File: src/rtl/challenge_pkg.sv
// Shared definitions for the OBC challenge-response watchdog:
// state encoding, default LFSR constants and the expected-answer encoding.
package challenge_pkg;

  typedef enum logic [2:0] {
    ST_IDLE    = 3'd0,
    ST_WAIT    = 3'd1,
    ST_CHECK   = 3'd2,
    ST_DONE    = 3'd3,
    ST_LOCKOUT = 3'd4
  } state_t;

  localparam int         MAX_WIDTH    = 32;
  localparam logic [3:0] DEFAULT_POLY = 4'hC;
  localparam logic [3:0] DEFAULT_SEED = 4'h1;

  // Bit i of the answer depends only on question bits 0..i, so callers may
  // truncate the result to their own width.
  function automatic logic [MAX_WIDTH-1:0] expected_answer(input logic [MAX_WIDTH-1:0] q);
    logic [MAX_WIDTH-1:0] e;
    e[0] = ~q[0];
    for (int i = 1; i < MAX_WIDTH; i++) begin
      e[i] = q[i-1] ^ q[i];
    end
    return e;
  endfunction

endpackage

File: src/rtl/challenge_lfsr.sv
// Galois LFSR question source; steps once per completed round and keeps its
// value across sessions (only reset reloads SEED).
module challenge_lfsr
  import challenge_pkg::*;
#(
  parameter int               WIDTH = 4,
  parameter logic [WIDTH-1:0] POLY  = WIDTH'(DEFAULT_POLY),
  parameter logic [WIDTH-1:0] SEED  = WIDTH'(DEFAULT_SEED)
) (
  input  logic             clk,
  input  logic             reset,
  input  logic             advance,
  output logic [WIDTH-1:0] q
);

  logic [WIDTH-1:0] next_s;

  // Galois step: shift right, fold in the feedback mask when bit 0 drops out
  always_comb begin
    next_s = q >> 1;
    if (q[0]) begin
      next_s = (q >> 1) ^ POLY;
    end else begin
      next_s = q >> 1;
    end
  end

  // LFSR state register
  always_ff @(posedge clk or negedge reset) begin
    if (!reset) begin
      q <= SEED;
    end else if (advance) begin
      q <= next_s;
    end
  end

endmodule

File: src/rtl/challenge_watchdog.sv
// Challenge-response watchdog: asks LFSR questions, times out silent answers,
// counts passes/faults per session and latches override on too many faults.
module challenge_watchdog
  import challenge_pkg::*;
#(
  parameter int               WIDTH      = 4,
  parameter int               ROUNDS     = 10,
  parameter int               TIMEOUT    = 8,
  parameter int               MAX_FAULTS = 3,
  parameter logic [WIDTH-1:0] POLY       = WIDTH'(DEFAULT_POLY),
  parameter logic [WIDTH-1:0] SEED       = WIDTH'(DEFAULT_SEED),
  localparam int              PW         = $clog2(ROUNDS + 1),
  localparam int              FW         = $clog2(MAX_FAULTS + 1)
) (
  input  logic             clk,
  input  logic             reset,
  input  logic             start,
  output logic [WIDTH-1:0] question,
  output logic             question_valid,
  input  logic [WIDTH-1:0] answer,
  input  logic             answer_valid,
  output logic             busy,
  output logic             done,
  output logic             override,
  output logic [PW-1:0]    pass_count,
  output logic [FW-1:0]    fault_count
);

  localparam int            TW         = $clog2(TIMEOUT + 1);
  localparam logic [PW-1:0] ROUNDS_P   = PW'(ROUNDS);
  localparam logic [FW-1:0] FAULT_MAX  = FW'(MAX_FAULTS);
  localparam logic [TW-1:0] TIMER_LAST = TW'(TIMEOUT - 1);

  state_t           state_r, next_state_s;
  logic [TW-1:0]    timer_r;
  logic [PW-1:0]    round_r, round_upd_s, pass_upd_s;
  logic [FW-1:0]    fault_upd_s;
  logic             result_ok_r;
  logic [WIDTH-1:0] exp_s;
  logic             qv_s, busy_s, done_s, override_s;

  challenge_lfsr #(.WIDTH(WIDTH), .POLY(POLY), .SEED(SEED)) u_lfsr (
    .clk     (clk),
    .reset   (reset),
    .advance (state_r == ST_CHECK),
    .q       (question)
  );

  assign exp_s = WIDTH'(expected_answer(MAX_WIDTH'(question)));

  // Saturating round/pass/fault updates applied when leaving CHECK
  always_comb begin
    pass_upd_s  = pass_count;
    fault_upd_s = fault_count;
    round_upd_s = round_r;
    if (result_ok_r) begin
      if (pass_count != ROUNDS_P) pass_upd_s = pass_count + PW'(1);
      else                        pass_upd_s = pass_count;
    end else begin
      if (fault_count != FAULT_MAX) fault_upd_s = fault_count + FW'(1);
      else                          fault_upd_s = fault_count;
    end
    if (round_r != ROUNDS_P) round_upd_s = round_r + PW'(1);
    else                     round_upd_s = round_r;
  end

  // State register
  always_ff @(posedge clk or negedge reset) begin
    if (!reset) state_r <= ST_IDLE;
    else        state_r <= next_state_s;
  end

  // Next-state logic; an answer on the timeout cycle takes priority
  always_comb begin
    next_state_s = state_r;
    case (state_r)
      ST_IDLE: begin
        if (start) next_state_s = ST_WAIT;
        else       next_state_s = ST_IDLE;
      end
      ST_WAIT: begin
        if (answer_valid)             next_state_s = ST_CHECK;
        else if (timer_r == TIMER_LAST) next_state_s = ST_CHECK;
        else                          next_state_s = ST_WAIT;
      end
      ST_CHECK: begin
        if (fault_upd_s == FAULT_MAX)    next_state_s = ST_LOCKOUT;
        else if (round_upd_s == ROUNDS_P) next_state_s = ST_DONE;
        else                             next_state_s = ST_WAIT;
      end
      ST_DONE:    next_state_s = ST_IDLE;
      ST_LOCKOUT: next_state_s = ST_LOCKOUT;
      default:    next_state_s = ST_IDLE;
    endcase
  end

  // Timer, round counter, compare result and session counts
  always_ff @(posedge clk or negedge reset) begin
    if (!reset) begin
      timer_r     <= '0;
      round_r     <= '0;
      result_ok_r <= 1'b0;
      pass_count  <= '0;
      fault_count <= '0;
    end else begin
      case (state_r)
        ST_IDLE: begin
          if (start) begin
            timer_r     <= '0;
            round_r     <= '0;
            pass_count  <= '0;
            fault_count <= '0;
          end
        end
        ST_WAIT: begin
          if (answer_valid) begin
            result_ok_r <= (answer == exp_s);
          end else if (timer_r == TIMER_LAST) begin
            result_ok_r <= 1'b0;
          end else begin
            timer_r <= timer_r + TW'(1);
          end
        end
        ST_CHECK: begin
          pass_count  <= pass_upd_s;
          fault_count <= fault_upd_s;
          round_r     <= round_upd_s;
          timer_r     <= '0;
        end
        default: begin
          timer_r <= timer_r;
        end
      endcase
    end
  end

  // Output decode from the upcoming state so the flags come straight from flops
  always_comb begin
    qv_s       = 1'b0;
    busy_s     = 1'b0;
    done_s     = 1'b0;
    override_s = 1'b0;
    case (next_state_s)
      ST_WAIT:    begin qv_s = 1'b1; busy_s = 1'b1; end
      ST_CHECK:   busy_s     = 1'b1;
      ST_DONE:    done_s     = 1'b1;
      ST_LOCKOUT: override_s = 1'b1;
      default:    busy_s     = 1'b0;
    endcase
  end

  // Output flag registers
  always_ff @(posedge clk or negedge reset) begin
    if (!reset) begin
      question_valid <= 1'b0;
      busy           <= 1'b0;
      done           <= 1'b0;
      override       <= 1'b0;
    end else begin
      question_valid <= qv_s;
      busy           <= busy_s;
      done           <= done_s;
      override       <= override_s;
    end
  end

endmodule

File: config.mk
export PLATFORM = sky130hd
export DESIGN_NAME = challenge_watchdog
export DESIGN_NICKNAME = d
export VERILOG_FILES = /design/src/rtl/challenge_pkg.sv /design/src/rtl/challenge_lfsr.sv /design/src/rtl/challenge_watchdog.sv
export SDC_FILE = /design/constraint.sdc
export NUM_CORES = 1
export LEC_CHECK = 0
export CAP_MARGIN = 20
export CORE_UTILIZATION = 47
export DETAILED_ROUTE_END_ITERATION = 10
export PLACE_DENSITY = 0.78
export SETUP_SLACK_MARGIN = 0.3
export SYNTH_ARGS = -nofsm -noshare
export SYNTH_HDL_FRONTEND = slang
export SYNTH_SLANG_ARGS = --single-unit
File: constraint.sdc
create_clock -name clk -period 3.35 [get_ports clk]
set_input_delay 1.005 -clock clk [delete_from_list [all_inputs] [get_ports clk]]
set_output_delay 1.005 -clock clk [all_outputs]
set_load 0.02 [all_outputs]
# Yosys cells after proc, flatten, opt, wreduce, memory -nomap -nowiden

Cells that the tools add are included.

Memories: 0
Memory bits (read-only): 0
Memory bits (writable): 0
Latch bits: 0
Register bits after elaboration: 26
Logic and storage cells: 74

Div/mod/pow operators: 0
Bitwise logic cells: 5
Multiply operators: 0
$lt $le $gt $ge: 0
Reduce and logical (&&, ||, !) cells: 9
Add/sub/neg operators: 4
Shift-type cells: 0
Mux-type cells: 26
Eq/ne operators: 19

Operators with widths:

| operator                                       | count |
|---|---|
| two-way mux 4 bit                              | 7 |
| one-hot mux 4 bit (2 select lines)             | 2 |
| adder 4 x 1 -> 4 bit (second input constant)   | 3 |
| two-way mux 2 bit                              | 6 |
| inequality test 2 bit (second input constant)  | 6 |
| one-hot mux 3 bit (4 select lines)             | 1 |
| one-hot mux 4 bit (3 select lines)             | 1 |
| == test 3 x 2 -> 1 bit (second input constant) | 3 |
| inequality test 4 bit (second input constant)  | 2 |
| AND reduction 4 bit                            | 2 |
| two-way mux 1 bit                              | 7 |
| == test 3 x 1 -> 1 bit (second input constant) | 2 |
| == test 3 bit (second input constant)          | 2 |
| == test 4 x 3 -> 1 bit (second input constant) | 1 |
| == test 4 bit                                  | 1 |
| == test 4 bit (second input constant)          | 1 |
| one-hot mux 2 bit (2 select lines)             | 1 |
| AND reduction 2 bit                            | 2 |
| nonzero test 2 bit                             | 2 |
| zero test 3 bit                                | 1 |
| two-way mux 3 bit                              | 1 |
| nonzero test 3 bit                             | 1 |
| bitwise XOR 1 bit                              | 3 |
| adder 2 x 1 -> 2 bit (second input constant)   | 1 |
| 4 further kinds                                | 4 |

# Depth between registers and ports, before layout

Gate-level depths: netlist (run 1).

Depth in word-level cells: 9
Gate-level depth with buffers: 6
Mapped depth without buffers: 6

# Cells and area by module

Synthesis (run 1) repeated with hierarchy kept, for this count alone.

Cells, all modules: 126
Area total of the unflattened synthesis: 1358.8 um^2

By module, submodules not included:

| module             | seq. area each (um^2) | instances | area each (um^2) | cells each |
|---|---|---|---|---|
| challenge_watchdog | 550.5                 | 1         | 1183.6           | 113 |
| challenge_lfsr     | 101.3                 | 1         | 175.2            | 13 |

# Worst setup path before layout (run 1)

Ideal clock, no wire load.

Kind: in2reg
From: input start
To: register round_r[3]
Setup time: 0.132 ns
Stages: 4
Arrival: 1.826 ns
Setup slack: 1.391 ns
Buffers on the path: 0
Required time: 3.218 ns
Cells stage by stage: nor4b_2 nor2_1 o21ai_0 o31ai_1

Longest elaborated chain between the ends: 2

RTL lines:

| element                                | line                      | RTL |
|---|---|---|
| start: declaration                     | challenge_watchdog.sv:17  | `input logic start,` |
| inequality test 2 bit (no source line) | n/a                       |  |
| AND reduction 2 bit (no source line)   | n/a                       |  |
| end signal: assignment                 | challenge_watchdog.sv:127 | `round_r <= round_upd_s;` |
| end: declaration                       | challenge_watchdog.sv:36  | `logic [PW-1:0] round_r, round_upd_s, pass_upd_s;` |

Every way passes these cells.
A chain may end at the register's enable or synchronous reset.

# Worst setup path in the final report (run 1)

From: register u_lfsr.q[0]
To: output question[0]

RTL lines:

| element                  | line                     | RTL |
|---|---|---|
| start: declaration       | challenge_lfsr.sv:13     | `output logic [WIDTH-1:0] q` |
| start signal: assignment | challenge_lfsr.sv:33     | `q <= next_s;` |
| end: declaration         | challenge_watchdog.sv:18 | `output logic [WIDTH-1:0] question,` |

No word-level cell between the ends.

==> flow_summary.json, run 1 <==
{
  "highest_layer": "met4",
  "dieArea_sq_mm": 0.00315,
  "syn_inst": 140,
  "start_util_pct": 49.9,
  "num_vias": 1081,
  "drcViolationCount": 0,
  "worst_pin_slew_ns": 0.436,
  "place_congestion": 0.759,
  "worst-path-stages": 1,
  "worstRegToRegCells": 6,
  "drive_above_1_share_pct": 9.26,
  "grt_usage_pct": 19.2,
  "wl_met1_um": 1270,
  "antenna_found_initial": 0,
  "dp_hpwl_um": 1970,
  "maxCapViolCount": 0,
  "hold_viol": 0,
  "crit_path_top_delay_cell": "dfstp_2",
  "n_antenna_cell": 0,
  "cp.arrival_ns": 1.57,
  "routed_wl_um": 2730,
  "p_clk_share_pct": 21.0,
  "crit_required_ns": 2.34,
  "design_area_sq_mm": 0.00166,
  "startpoint": "u_lfsr.q[0]$_DFFE_PN1P_",
  "setup_viol": 0,
  "overflow": 0,
  "min_path_type": "flip-flop to flip-flop",
  "vdd_drop_max_uv": 482,
  "finalMaxSlewViolations": 0,
  "htreeDepth": 1,
  "finalCriticalPeriod_ns": 2.58,
  "route.met2.wl_um": 1340,
  "crit_path_end_kind": "output pin",
  "crit_fanout": 6,
  "grt_pass1_wl_um": 4670,
  "yosysSeqAreaShare_pct": 47.4,
  "crit_path_end": "question[0]",
  "synth_area_sq_mm": 0.00138,
  "slew_headroom_pct": 70.8,
  "finalClockSkew_ns": 0.00189,
  "grt_max_degree": 27,
  "syn2layout_area_growth_pct": 20.8,
  "drtPass1Iterations": 4,
  "setup_ws_ns": 0.775,
  "cts-root-buf": "clkbuf_4",
  "cts_tree": "done",
  "path_buf_inv": 1,
  "clkTransAtPathRegs_ns": 0.15,
  "pwr-share-seq_pct": 43.6,
  "numClockSinks": 26,
  "tns_ns": 0,
  "cts_setup_buffers": 0,
  "switchingPower_w": 0.000390,
  "die_w_um": 56.1,
  "status": "finished, final reports clean",
  "final_nets": 176,
  "path_cells": "clkdlybuf4s50_1",
  "cts_hold_buf": 0,
  "dpl.cell_count": 189,
  "die_y_um": 56.1,
  "vias_per_cell": 5.60,
  "r2r-start": "round_r[0]$_DFFE_PN0P_",
  "synth_seq_cells": 26,
  "cts_made_buffers": 3,
  "clock_latency_ns": 0.33,
  "fp.coreArea_sq_mm": 0.00276,
  "cts_resized": 0,
  "p_int_w": 0.000666,
  "rrSetupSlack_ns": 1.42,
  "worstReg2RegEnd": "busy$_DFF_PN0_",
  "leakage_nw": 0.750,
  "cp_top_family": "flip-flops",
  "placed_area_sq_mm": 0.00161,
  "final_cells": 193,
  "cp-start-kind": "flip-flop",
  "synth_fp_nets": 153,
  "cp_slowest_stage_delay_ns": 0.62,
  "wl_met3_um": 73,
  "crit_type": "flip-flop to output pin",
  "power_density_mw_per_mm2": 635,
  "avgSynthCellArea_sq_um": 9.83,
  "io_pins": 22,
  "ys_types": 38,
  "period_share_pct": 76.9,
  "rsz0062_at_grt": "no",
  "drt_iter0_markers": 32,
  "ys_warn_count": 0,
  "power_frac_comb_pct": 35.5,
  "fillCellCount": 250,
  "std_cell_rows": 19,
  "antenna_left": 0,
  "io_buffers": 21,
  "grt_pass1_vias": 1059,
  "pre_cts_ws_ns": 0.818,
  "cts.path.max_buffers": 2,
  "power_w": 0.00106,
  "fmax_mhz": 388,
  "wire_per_inst_um": 14.1,
  "swShare_pct": 36.9
}
worst min path at each step:
stage                             from                      end  cells after the start
3_5_place_dp   u_lfsr.q[0]$_DFFE_PN1P_  u_lfsr.q[0]$_DFFE_PN1P_                      2
4_1_cts        u_lfsr.q[0]$_DFFE_PN1P_  u_lfsr.q[0]$_DFFE_PN1P_                      2
5_1_grt        u_lfsr.q[0]$_DFFE_PN1P_  u_lfsr.q[0]$_DFFE_PN1P_                      2
6_report       u_lfsr.q[0]$_DFFE_PN1P_  u_lfsr.q[0]$_DFFE_PN1P_                      2
3_3_place_gp   u_lfsr.q[0]$_DFFE_PN1P_  u_lfsr.q[0]$_DFFE_PN1P_                      2
2_1_floorplan  u_lfsr.q[0]$_DFFE_PN1P_  u_lfsr.q[0]$_DFFE_PN1P_                      2
power groups by stage:
stage	Clock (W)	Combinational [W]	Sequential (W)
floorplan	0	0.000212	0.000478
global placement	0	0.000365	0.000460
detailed placement	0	0.000377	0.000465
CTS	0.000225	0.000379	0.000458
global route	0.000236	0.000423	0.000473
finish	0.000221	0.000375	0.000460
state kept, by name, indices dropped and copies added, names as in the netlist:
signal	flops
question_valid	1
state_r	3
timer_r	4
u_lfsr.q	4
fault_count	2
result_ok_r	1
done	1
pass_count	4
busy	1
override	1
round_r	4
cell families (layout without fill, tap and decap cells):
logic type | Yosys count | in the layout | share of synthesized area (%)
flip-flops | 26 | 26 | 47.4
XOR/XNOR | 8 | 8 | 5.09
AO/OA/AOI/OAI | 23 | 23 | 11.6
AND/OR/NAND/NOR | 64 | 64 | 25.5
buffers and inverters | 12 | 34 | 4.36
adder cells (fa/ha/maj) | 5 | 5 | 4.55
multiplexers | 2 | 2 | 1.45
cell type report:
class | instances | area (sq um) | area share, %
multi-input cells | 102 | 664 | 40.0
flip-flops and latches | 26 | 652 | 39.2
repair buffers | 24 | 233 | 14.0
well taps | 31 | 38.8 | 2.33
clock inverters | 1 | 30.0 | 1.81
clock buffers | 3 | 22.5 | 1.35
inverters | 6 | 22.5 | 1.35
cells in the mapped netlist:
library cell,instances,share of area (%)
dfrtp_1,25,45
nand2_1,22,6.0
nor2_1,10,2.7
o21ai_0,7,2.5
inv_1,6,1.6
nand3_1,6,2.2
ha_1,5,4.5
buf_4,4,2.2
nand2b_1,4,1.8
xnor2_1,4,2.5
xor2_1,4,2.5
a21oi_1,3,1.1
and3_1,3,1.4
nand4b_1,3,1.9
nor3_1,3,1.1
o31ai_1,3,1.6
a21bo_2,2,1.5
clkbuf_1,2,0.55
mux2i_1,2,1.5
nand3b_1,2,1.1
o211ai_1,2,1.1
or4_1,2,1.1
a211o_1,1,0.64
a211oi_2,1,0.91
a22o_1,1,0.64
a22oi_1,1,0.55
and2_0,1,0.45
dfstp_2,1,1.9
nand3_2,1,0.73
nor2b_1,1,0.45
nor3b_1,1,0.55
nor3b_2,1,0.91
nor4_1,1,0.45
nor4b_2,1,1.1
o22ai_1,1,0.45
o31a_1,1,0.64
or3b_4,1,0.82
or4bb_1,1,0.82
through the flow:
step / util [%] / hold slack (ns)
2_1_floorplan: - / 0.473
6_report: 60.3 / 0.526
3_3_place_gp: 58.4 / 0.490
5_1_grt: 60.3 / 0.550
3_5_place_dp: 58.4 / 0.508
4_1_cts: 60.3 / 0.528
routing by layer:
layer  vias up  global-route usage, %
met5         -                      0
met4         0                   8.36
met3         5                   2.56
met2        18                   31.6
met1       527                   25.4
li1        531                      -
layout by cell type (no fill, tap or decap), drive strengths merged, types with 2 or more instances in the layout:
cell type	n
mux2i	2
nand2b	4
ha	5
xor2	4
nand3b	2
nor2	10
nand4b	3
inv	6
or4	2
and3	3
nand3	7
nor3b	2
buf	3
clkdlybuf4s50	21
clkbuf	3
o211ai	2
xnor2	4
dfrtp	25
nand2	22
nor3	3
a21bo	2
o21ai	7
a21oi	3
o31ai	3
(Power assumes the default switching activity.)
==> inputs of run 2 (changes only) <==
==> constraint.sdc (replaced) <==
create_clock -name clk -period 2.51 [get_ports clk]
set_input_delay 0.753 -clock clk [delete_from_list [all_inputs] [get_ports clk]]
set_output_delay 0.753 -clock clk [all_outputs]
set_load 0.02 [all_outputs]
==> run 2 against run 1 <==
  * Combinational power up 35%
  * Largest cell class unchanged
  * Critical path depth unchanged
  * Critical path type unchanged
  * First-iteration DRC count rose by 3.1%
  * Die area did not move
  * Flip-flop and latch count unchanged
  * Hold slack lost 0.0098 ns
  * Setup slack worse by 0.41 ns
  * Highest routed layer unchanged
==> flow_summary.json, run 2 (synthesis gave the netlist of run 1 again) <==
{
  "power_w": 0.00141,
  "grt_pass1_vias": 1103,
  "numClockSinks": 26,
  "min_path_type": "flip-flop to flip-flop",
  "drtPass1Iterations": 4,
  "antenna_found_initial": 0,
  "num_vias": 1098,
  "fp.coreArea_sq_mm": 0.00276,
  "drcViolationCount": 0,
  "final_nets": 176,
  "hold_viol": 0,
  "cp.arrival_ns": 1.39,
  "std_cell_rows": 19,
  "path_buf_inv": 1,
  "routed_wl_um": 2790,
  "drive_above_1_share_pct": 9.26,
  "cts_hold_buf": 0,
  "drt_iter0_markers": 33,
  "antenna_left": 0,
  "power_density_mw_per_mm2": 843,
  "finalCriticalPeriod_ns": 2.14,
  "tns_ns": 0,
  "final_common_cell": "dfrtp_1",
  "rsz0062_at_grt": "no",
  "die_y_um": 56.1,
  "worst_pin_slew_ns": 0.513,
  "period_share_pct": 85.3,
  "htreeDepth": 1,
  "clock_latency_ns": 0.32,
  "io_pins": 22,
  "die_w_um": 56.1,
  "start_util_pct": 49.9,
  "place_congestion": 0.750,
  "cts_made_buffers": 3,
  "crit_fanout": 5,
  "crit_type": "flip-flop to output pin",
  "clkTransAtPathRegs_ns": 0.13,
  "leakage_nw": 0.809,
  "grt_pass1_wl_um": 4800,
  "cts.path.max_buffers": 2,
  "cts-root-buf": "clkbuf_4",
  "io_buffers": 21,
  "crit_path_end_kind": "output pin",
  "cts_tree": "done",
  "slew_headroom_pct": 65.7,
  "wire_per_inst_um": 14.4,
  "cp_top_family": "buffers and inverters",
  "status": "finished, final reports clean",
  "maxCapViolCount": 0,
  "cp-start-kind": "flip-flop",
  "vdd_drop_max_uv": 716,
  "cts_resized": 1,
  "dieArea_sq_mm": 0.00315,
  "vias_per_cell": 5.69,
  "crit_required_ns": 1.76,
  "path_cells": "clkdlybuf4s50_1",
  "fmax_mhz": 467,
  "crit_path_top_delay_cell": "clkdlybuf4s50_1",
  "finalMaxSlewViolations": 0,
  "grt_usage_pct": 19.7,
  "overflow": 0,
  "finalClockSkew_ns": 0.00994,
  "grt_max_degree": 27,
  "setup_viol": 0,
  "n_antenna_cell": 0,
  "final_cell_mix": "dfrtp_1 (25), nand2_1 (22), clkdlybuf4s50_1 (17), nor2_1 (10), o21ai_0 (7)",
  "dp_hpwl_um": 2050,
  "syn2layout_area_growth_pct": 21.3,
  "cp_slowest_stage_delay_ns": 0.64,
  "cts_setup_buffers": 0
}
[run 2: changes by cell type in the layout (fill, tap and decap cells not counted)]
cell,before,now
dlymetal6s2s_1,0,3
clkdlybuf4s50_1,21,17
dlygate4sd2_1,0,1
[run 2: path summary, 6_finish.rpt]
path                                            from                      end  slack (ns)  cells after the start
max                        pass_count[0]$_DFFE_PN0P_            pass_count[0]        0.37                      1
min                          u_lfsr.q[0]$_DFFE_PN1P_  u_lfsr.q[0]$_DFFE_PN1P_        0.52                      2
max reg2reg                   round_r[0]$_DFFE_PN0P_           busy$_DFF_PN0_        0.56                      6
min reg2reg                  u_lfsr.q[0]$_DFFE_PN1P_  u_lfsr.q[0]$_DFFE_PN1P_        0.52                      2
max in group asynchronous                      reset  u_lfsr.q[0]$_DFFE_PN1P_        1.44                      2
min in group asynchronous                      reset       override$_DFF_PN0_        0.76                      2
[run 2: metrics by stage]
stage | setup slack, ns | cell area (sq um) | hold WS (ns) | cells | utilization (%)
3_3_place_gp | 0.259 | 1610 | 0.490 | 189 | 58.4
3_5_place_dp | 0.211 | 1610 | 0.503 | 189 | 58.4
5_1_grt | 0.307 | 1670 | 0.546 | 193 | 60.5
4_1_cts | 0.329 | 1660 | 0.521 | 193 | 60.3
2_1_floorplan | 0.788 | 1380 | 0.457 | 140 | -
6_report | 0.369 | 1670 | 0.516 | 193 | 60.5
[run 2: final cells by class]
cell class,count,area (sq um)
Multi-Input combinational cell,102,664
Fill cell,241,1090
Sequential cell,26,652
Clock buffer,3,22.5
Inverter,6,22.5
Timing Repair Buffer,24,239
Clock inverter,1,30.0
Tap cell,31,38.8
[run 2: metal layers]
layer  global-route usage (%)  share of wire [%]
met1                     23.3                 44
met2                     34.4                 50
met4                     6.97                2.0
met3                     5.35                4.7
met5                        0                  0
[run 2: where the power goes]
part	switching, W	internal, W	leakage [nW]
Clock	0.000126	0.000162	0.0279
Sequential	0.000108	0.000504	0.348
Combinational	0.000284	0.000222	0.433
==> inputs of run 3 (changes only) <==
--- a/config.mk
+++ b/config.mk
@@ -6,10 +6,11 @@
 export NUM_CORES = 1
 export LEC_CHECK = 0
 export CAP_MARGIN = 20
-export CORE_UTILIZATION = 47
+export CORE_UTILIZATION = 38
 export DETAILED_ROUTE_END_ITERATION = 10
-export PLACE_DENSITY = 0.78
+export PLACE_DENSITY = 0.67
 export SETUP_SLACK_MARGIN = 0.3
+export SLEW_MARGIN = 5
 export SYNTH_ARGS = -nofsm -noshare
 export SYNTH_HDL_FRONTEND = slang
 export SYNTH_SLANG_ARGS = --single-unit
==> run 3 against run 2 <==
  * Die area increased by 23%
  * Critical path depth is the same
  * Via count decreased by 2.5%
  * Maximum frequency is 0.12% lower
  * Sequential power is essentially flat
  * Clock skew barely moved
  * Final cell count is 7.8% higher
  * Flip-flop and latch count unchanged
  * Non-clock buffer count did not move
  * Utilization is 11 points lower
  * Hold slack better by 0.013 ns
  * Count of clock-buffer cells in the layout increased by 1
  * Critical endpoint unchanged
==> flow_summary.json, run 3 (synthesis gave the netlist of run 1 again) <==
{
  "startpoint": "pass_count[0]$_DFFE_PN0P_",
  "grt_pass1_wl_um": 4870,
  "io_pins": 22,
  "crit_path_top_delay_cell": "clkdlybuf4s50_1",
  "dieArea_sq_mm": 0.00387,
  "pwr-share-seq_pct": 46.0,
  "vdd_drop_max_uv": 209,
  "n_antenna_cell": 0,
  "leakage_nw": 0.836,
  "cts.path.max_buffers": 2,
  "syn2layout_area_growth_pct": 21.8,
  "crit_required_ns": 1.76,
  "final_util_pct": 49.1,
  "setup_viol": 0,
  "drcViolationCount": 0,
  "start_util_pct": 40.3,
  "cts_setup_buffers": 0,
  "drtPass1Iterations": 4,
  "cts_resized": 1,
  "finalClockSkew_ns": 0.0103,
  "place_congestion": 0.793,
  "min_path_cells": 2,
  "drive_above_1_share_pct": 9.26,
  "grt_max_degree": 27,
  "fp.coreArea_sq_mm": 0.00342,
  "worstRegToRegCells": 6,
  "std_cell_rows": 21,
  "maxCapViolCount": 0,
  "swShare_pct": 38.9,
  "power_frac_comb_pct": 37.8,
  "crit_path_end_kind": "output pin",
  "num_vias": 1071,
  "power_density_mw_per_mm2": 794,
  "die_w_um": 62.2,
  "final_cell_mix": "dfrtp_1 (25), nand2_1 (22), clkdlybuf4s50_1 (15), nor2_1 (10), o21ai_0 (7)",
  "hold_start": "u_lfsr.q[0]$_DFFE_PN1P_",
  "routed_wl_um": 2820,
  "cp.arrival_ns": 1.39,
  "dp_hpwl_um": 2080,
  "switchingPower_w": 0.000518,
  "clkTransAtPathRegs_ns": 0.14,
  "rsz0062_at_grt": "no",
  "cts_tree": "done",
  "cp_slowest_stage_delay_ns": 0.63,
  "cts_made_buffers": 3,
  "finalMaxSlewViolations": 0,
  "overflow": 0,
  "htreeDepth": 1,
  "rrSetupSlack_ns": 0.52,
  "r2r-start": "round_r[0]$_DFFE_PN0P_",
  "cp-start-kind": "flip-flop",
  "tns_ns": 0,
  "die_y_um": 62.2,
  "period_share_pct": 85.4,
  "cts_hold_buf": 0,
  "vias_per_cell": 5.15,
  "final_nets": 176,
  "cp_top_family": "buffers and inverters",
  "slew_headroom_pct": 71.0,
  "drt_iter0_markers": 36,
  "worst-path-stages": 1,
  "worst_pin_slew_ns": 0.434,
  "antenna_found_initial": 0,
  "grt_pass1_vias": 1088,
  "cts-root-buf": "clkbuf_4",
  "hold_viol": 0,
  "fmax_mhz": 466,
  "wire_per_inst_um": 13.6,
  "p_int_w": 0.000814,
  "crit_type": "flip-flop to output pin",
  "grt_usage_pct": 16.1,
  "antenna_left": 0,
  "p_clk_share_pct": 16.2,
  "path_cells": "clkdlybuf4s50_1",
  "final_common_cell": "dfrtp_1",
  "hold_path_end": "u_lfsr.q[0]$_DFFE_PN1P_",
  "clock_latency_ns": 0.33,
  "worstReg2RegEnd": "busy$_DFF_PN0_",
  "crit_fanout": 5,
  "finalCriticalPeriod_ns": 2.14,
  "path_buf_inv": 1,
  "numClockSinks": 26,
  "status": "finished, final reports clean",
  "min_path_type": "flip-flop to flip-flop",
  "io_buffers": 21
}
-- run 3: area by class of cell --
cell class | instances | area [sq um]
Timing Repair Buffer | 24 | 244
Clock buffer | 4 | 36.3
Multi-Input combinational cell | 102 | 664
Tap cell | 46 | 57.6
Sequential cell | 26 | 652
Fill cell | 335 | 1740
Inverter | 6 | 22.5
-- run 3: power groups by stage --
stage | Clock (W) | Sequential [W] | Combinational [W]
2_1_floorplan | 0 | 0.000638 | 0.000283
3_3_place_gp | 0 | 0.000617 | 0.000491
3_5_place_dp | 0 | 0.000622 | 0.000506
4_1_cts | 0.000223 | 0.000614 | 0.000508
5_1_grt | 0.000245 | 0.000631 | 0.000556
6_report | 0.000216 | 0.000613 | 0.000503
-- run 3: worst max path at each step --
| stage | endpoint |
|---|---|
| final | pass_count[0] |
| after global routing | pass_count[0] |
| after CTS | question[1] |
| after detailed placement | round_r[3]$_DFFE_PN0P_ |
| after global placement | timer_r[3]$_DFFE_PN0P_ |
| after floorplan | busy$_DFF_PN0_ |
-- run 3: metrics by stage --
step	std cells	power, W	cell area, sq um	hold slack [ns]	worst slack, ns
CTS	208	0.00134	1660	0.529	0.326
floorplan	140	0.000921	1380	0.457	0.788
finish	208	0.00133	1680	0.529	0.366
global placement	204	0.00111	1630	0.491	0.388
detailed placement	204	0.00113	1630	0.506	0.332
global route	208	0.00143	1680	0.552	0.305
-- run 3: metal layers --
| metal | up-vias | GRT usage [%] | routed length, um |
|---|---|---|---|
| met5 | - | 0 | 0 |
| met4 | 0 | 6.10 | 42 |
| met3 | 5 | 3.31 | 115 |
| met2 | 23 | 27.5 | 1360 |
| met1 | 512 | 19.9 | 1310 |
| li1 | 531 | - | - |
